## src/rtl/mpsoc_apb_master_pkg.sv

```systemverilog
// Shared types and helpers for the APB initiator that fronts the UART register file.
package mpsoc_apb_master_pkg;

  typedef enum logic [1:0] {
    IDLE   = 2'd0,
    SETUP  = 2'd1,
    ACCESS = 2'd2
  } apb_mst_state_t;

  // Width of the wait-state counter; never less than one bit, even with the timeout disabled.
  function automatic int unsigned tmo_cnt_width(input int unsigned timeout_cycles);
    int unsigned w;
    w = $clog2(timeout_cycles + 1);
    return (w < 1) ? 1 : w;
  endfunction

endpackage

```

## src/rtl/mpsoc_apb_uart_master.sv

```systemverilog
// APB initiator: turns a valid/ready request into one APB transfer, honouring PREADY,
// reporting PSLVERR and aborting accesses that stall for TIMEOUT_CYCLES cycles.
module mpsoc_apb_uart_master
  import mpsoc_apb_master_pkg::*;
#(
  parameter int unsigned APB_ADDR_WIDTH = 10,
  parameter int unsigned APB_DATA_WIDTH = 8,
  parameter int unsigned TIMEOUT_CYCLES = 255
) (
  input  logic                      CLK,
  input  logic                      RST,
  input  logic                      req_valid_i,
  output logic                      req_ready_o,
  input  logic                      req_write_i,
  input  logic [APB_ADDR_WIDTH-1:0] req_addr_i,
  input  logic [APB_DATA_WIDTH-1:0] req_wdata_i,
  output logic                      rsp_valid_o,
  output logic [APB_DATA_WIDTH-1:0] rsp_rdata_o,
  output logic                      rsp_err_o,
  output logic                      rsp_timeout_o,
  output logic                      PSEL,
  output logic                      PENABLE,
  output logic                      PWRITE,
  output logic [APB_ADDR_WIDTH-1:0] PADDR,
  output logic [APB_DATA_WIDTH-1:0] PWDATA,
  input  logic [APB_DATA_WIDTH-1:0] PRDATA,
  input  logic                      PREADY,
  input  logic                      PSLVERR
);

  localparam int unsigned          CNT_W    = tmo_cnt_width(TIMEOUT_CYCLES);
  localparam logic [CNT_W-1:0]     CNT_LAST = CNT_W'(TIMEOUT_CYCLES - 1);
  localparam logic                 TMO_EN   = (TIMEOUT_CYCLES != 0);

  apb_mst_state_t              state_q;
  logic [CNT_W-1:0]            cnt_q, cnt_d;
  logic                        timeout_hit;
  logic                        psel_q, penable_q, pwrite_q;
  logic [APB_ADDR_WIDTH-1:0]   paddr_q;
  logic [APB_DATA_WIDTH-1:0]   pwdata_q;
  logic                        rsp_valid_q, rsp_err_q, rsp_timeout_q;
  logic [APB_DATA_WIDTH-1:0]   rsp_rdata_q;

  // Saturating increment; the counter sticks at all-ones rather than wrapping.
  assign cnt_d       = (cnt_q == '1) ? cnt_q : cnt_q + 1'b1;
  // This stalled cycle is the TIMEOUT_CYCLES-th one of the access phase.
  assign timeout_hit = TMO_EN && (cnt_q == CNT_LAST);

  always_ff @(posedge CLK or posedge RST) begin
    // NOTE: the asynchronous reset lets PSEL/PENABLE fall immediately, without a clock edge.
    if (RST) begin
      state_q       <= IDLE;
      cnt_q         <= '0;
      psel_q        <= 1'b0;
      penable_q     <= 1'b0;
      pwrite_q      <= 1'b0;
      paddr_q       <= '0;
      pwdata_q      <= '0;
      rsp_valid_q   <= 1'b0;
      rsp_rdata_q   <= '0;
      rsp_err_q     <= 1'b0;
      rsp_timeout_q <= 1'b0;
    end else begin
      // NOTE: non-blocking throughout; this default makes rsp_valid a one-cycle pulse.
      rsp_valid_q <= 1'b0;
      unique case (state_q)
        IDLE: begin
          if (req_valid_i) begin
            pwrite_q <= req_write_i;
            paddr_q  <= req_addr_i;
            pwdata_q <= req_wdata_i;
            psel_q   <= 1'b1;
            state_q  <= SETUP;
          end
        end
        SETUP: begin
          penable_q <= 1'b1;
          cnt_q     <= '0;
          state_q   <= ACCESS;
        end
        ACCESS: begin
          // PREADY is tested first so a completion in the final allowed cycle beats the abort.
          if (PREADY) begin
            psel_q        <= 1'b0;
            penable_q     <= 1'b0;
            rsp_valid_q   <= 1'b1;
            rsp_rdata_q   <= pwrite_q ? '0 : PRDATA;
            rsp_err_q     <= PSLVERR;
            rsp_timeout_q <= 1'b0;
            state_q       <= IDLE;
          end else if (timeout_hit) begin
            psel_q        <= 1'b0;
            penable_q     <= 1'b0;
            rsp_valid_q   <= 1'b1;
            rsp_rdata_q   <= '0;
            rsp_err_q     <= 1'b1;
            rsp_timeout_q <= 1'b1;
            state_q       <= IDLE;
          end else begin
            cnt_q <= cnt_d;
          end
        end
        default: begin
          psel_q    <= 1'b0;
          penable_q <= 1'b0;
          state_q   <= IDLE;
        end
      endcase
    end
  end

  assign req_ready_o   = (state_q == IDLE);
  assign PSEL          = psel_q;
  assign PENABLE       = penable_q;
  assign PWRITE        = pwrite_q;
  assign PADDR         = paddr_q;
  assign PWDATA        = pwdata_q;
  assign rsp_valid_o   = rsp_valid_q;
  assign rsp_rdata_o   = rsp_rdata_q;
  assign rsp_err_o     = rsp_err_q;
  assign rsp_timeout_o = rsp_timeout_q;

endmodule

```

## config.mk

```make
export PLATFORM = sky130hd
export DESIGN_NAME = mpsoc_apb_uart_master
export DESIGN_NICKNAME = d
export VERILOG_FILES = /design/src/rtl/mpsoc_apb_master_pkg.sv /design/src/rtl/mpsoc_apb_uart_master.sv
export SDC_FILE = /design/constraint.sdc
export NUM_CORES = 1
export LEC_CHECK = 0
export BUFFER_PORTS_ARGS = -buffer_cell sky130_fd_sc_hd__buf_4
export CORE_MARGIN = 2
export CORE_UTILIZATION = 45
export DETAILED_ROUTE_END_ITERATION = 12
export PLACE_DENSITY_LB_ADDON = 0.2
export SLEW_MARGIN = 30
export SYNTH_ARGS = -nofsm -noshare
export SYNTH_HDL_FRONTEND = slang
export SYNTH_SLANG_ARGS = --single-unit
```

## constraint.sdc

```tcl
create_clock -name CLK -period 2 [get_ports CLK]
set_input_delay 0.1 -clock CLK [delete_from_list [all_inputs] [get_ports CLK]]
set_output_delay 0.1 -clock CLK [all_outputs]
set_load 0.01 [all_outputs]
```

==> impl_metrics.tcl <==
set metrics [dict create \
    crit_path_end "cnt_q[5]$_DFFE_PP0P_" \
    wl_per_cell_um 15.2 \
    r2r-start "cnt_q[0]$_DFFE_PP0P_" \
    core.rowCount 22 \
    cts-root-buf "clkbuf_8" \
    drc 0 \
    cts_buffer_depth 2 \
    setup_viol_count_final 0 \
    overflow 0 \
    cts-buffers-inserted 5 \
    clock.fmax_ghz 0.527 \
    total_power_mw 3.32 \
    synthesis.area_mm2 0.00179 \
    clk_latency_ps 280 \
    reg2regPathDepth 6 \
    synth_top_cell_by_area "dfrtp_1" \
    crit_chain "inv_1 > ha_1 > o21a_1 > a311o_1 > o311ai_1 > o41ai_1" \
    yosys_warnings 0 \
    finalSetupTns_ps 0 \
    p_clk_share_pct 15.2 \
    drt_wl_total_um 3870 \
    synth_ff_type "dfrtp_1" \
    grt_pass1_vias 1399 \
    power_frac_comb_pct 40.9 \
    critPathMaxFanout 7 \
    async_flop_share_pct 100 \
    path_clk_slew_ps 80 \
    p_leak_nw 1.13 \
    drt_iter0_drc 87 \
    vias 1355 \
    p_seq_share_pct 44.0 \
    place_area_mm2 0.00231 \
    synth_cell_types 36 \
    slew_violations 0 \
    critPathKind "reg -> reg" \
    die_w_um 67.1 \
    grt_use_total_pct 18.6 \
    ctsResizeCount 0 \
    ir_drop_v 0.000691 \
    skew_ps 4.56 \
    r2r_end "cnt_q[5]$_DFFE_PP0P_" \
    placedCellCount 246 \
    netSwitchingFraction_pct 33.1 \
    place_hpwl_um 2930 \
    antenna_cells 0 \
    io_pins 65 \
    synth_most_common_cell "dfrtp_1" \
    cap_violations 0 \
    synth-seq-area-share_pct 58.7 \
    grt_pass1_wl_um 6190 \
    start_kind "flop" \
    p_switching_mw 1.10 \
    power_density_mw_per_mm2 1380 \
    ff2ff_setup_slack_ps 100 \
    status "finished clean" \
    yosys.area.top_type_share_pct 58.7 \
    synth_seq_cells 42 \
    slew-limit-headroom_pct 66.0 \
    grt_max_degree 43 \
    yosys-top-cells-count "42 x dfrtp_1, 19 x mux2_2, 8 x a21oi_1, 8 x a22o_1, 7 x inv_1" \
    antenna_found_initial 0 \
    avgSynthCellArea_um2 13.0 \
    crit_slowest_cell "dfrtp_1" \
    cts_setup_buffers 0 \
    clock_sinks 42 \
    endpoint_kind "flop" \
    portBuffers 64 \
    critical-path-max-stage-delay_ps 450 \
    period_share_pct 94.9 \
    vias_per_cell 5.33 \
    startpoint "cnt_q[0]$_DFFE_PP0P_" \
    final_hold_viol_count 0 \
    final_nets 240 \
    coreArea_mm2 0.00374 \
    power.internal_mw 2.22 \
    fp.dieArea_mm2 0.00450 \
    cts_hold_buf 1 \
    synth_edf_count 0 \
    layout.cells.non_filler 254 \
    rsz0062_at_grt "no" \
    syn_to_final_growth_pct 34.2 \
    syn_nets 172 \
    fin_area_mm2 0.00240 \
    dr.pass1.iters 4 \
    hold_class "in -> reg" \
    cts_tree "done" \
    ant_nets 0 \
    routabilityCongestion 0.811 \
    cts_max_level 2 \
    synth_cells 138 \
    crit_arrival_ps 2060 \
    yosys-top-cells-area "dfrtp_1 59%, mux2_2 12%, a22o_1 3.9%, a21oi_1 2.2%, buf_6 1.9%" \
    die_y_um 67.1 \
    drive_above_1_share_pct 47.1 \
    layout_min_cycle_time_ps 1900 \
    tightest_slew_ps 510 \
    min-delay-start "PREADY" \
    critPathRequiredTime_ps 2160 \
    start_util_pct 47.8 \
]
-- state kept, by name, indices dropped and copies added, names as in the netlist, 2 cells and up --
signal / count
PADDR: 10
rsp_rdata_o: 8
PWDATA: 8
state_q: 2
cnt_q: 8
-- metrics by stage --
step	worst slack, ps	util, %	hold slack [ps]
after global placement	192	61.8	257
after global routing	27.1	64.2	17.1
final	101	64.2	27.6
after floorplan	253	-	186
after CTS	108	64.2	19.8
after detailed placement	123	61.8	268
-- area by class of cell --
class                           count  area, um2
Multi-Input combinational cell     82        659
Clock inverter                      1       7.51
Sequential cell                    42       1050
Fill cell                         308       1340
Clock buffer                        6       72.6
Tap cell                           48       60.1
Timing Repair Buffer               68        526
Inverter                            7       26.3
-- metal layers --
layer  vias to the layer above  wire length, um  global-route usage [%]
li1                        641                -                       -
met1                       652             1500                    20.6
met2                        50             2020                    31.7
met3                        12              264                    5.91
met4                         0               91                    9.44
met5                         -                0                       0
-- power groups by stage --
stage / sequential, mW / clock [mW] / combinational (mW)
floorplan: 1.53 / 0 / 0.625
global placement: 1.44 / 0 / 1.34
detailed placement: 1.47 / 0 / 1.38
CTS: 1.46 / 0.520 / 1.38
global route: 1.50 / 0.556 / 1.47
finish: 1.46 / 0.503 / 1.36
-- kinds of logic (layout without fill, tap and decap cells) --
group / count (synthesis) / count (layout) / share of synthesized area, %
multiplexers: 20 / 20 / 12.5
buffers and inverters: 14 / 82 / 4.47
adder cells (fa/ha/maj): 2 / 2 / 1.40
flip-flops: 42 / 42 / 58.7
AO/OA/AOI/OAI: 37 / 37 / 14.5
AND/OR/NAND/NOR: 23 / 23 / 8.46
-- how the worst min path moves through the flow --
stage	end	slack, ps	depth (start not counted)
floorplan	rsp_timeout_o$_DFFE_PP0P_	190	1
global placement	PADDR[2]$_DFFE_PP0P_	260	3
detailed placement	PADDR[2]$_DFFE_PP0P_	270	3
CTS	rsp_err_o$_DFFE_PP0P_	20	2
global route	rsp_err_o$_DFFE_PP0P_	20	2
finish	rsp_timeout_o$_DFFE_PP0P_	30	2
-- critical path, delay by kind of cell, from the launching register on --
kind	cells	cell delay, ps
compound gates	4	1020
flops	1	450
fa+ha+maj	1	240
buf+inv	1	70
-- cell usage in the layout, fill, tap and decap left out, drive strengths merged, types with 2 or more instances in the layout --
cell,netlist,routed
buf,7,67
nand2b,2,2
dfrtp,42,42
ha,2,2
a31o,2,2
inv,7,7
or3,3,3
mux2,19,19
nand2,2,2
clkbuf,0,6
a21oi,8,8
a22o,8,8
o21ai,8,8
nand4,2,2
nand3,4,4
o21a,2,2
o211ai,2,2
nor2,2,2
nor3b,2,2
No activity file was read; power rests on OpenSTA's default activity.
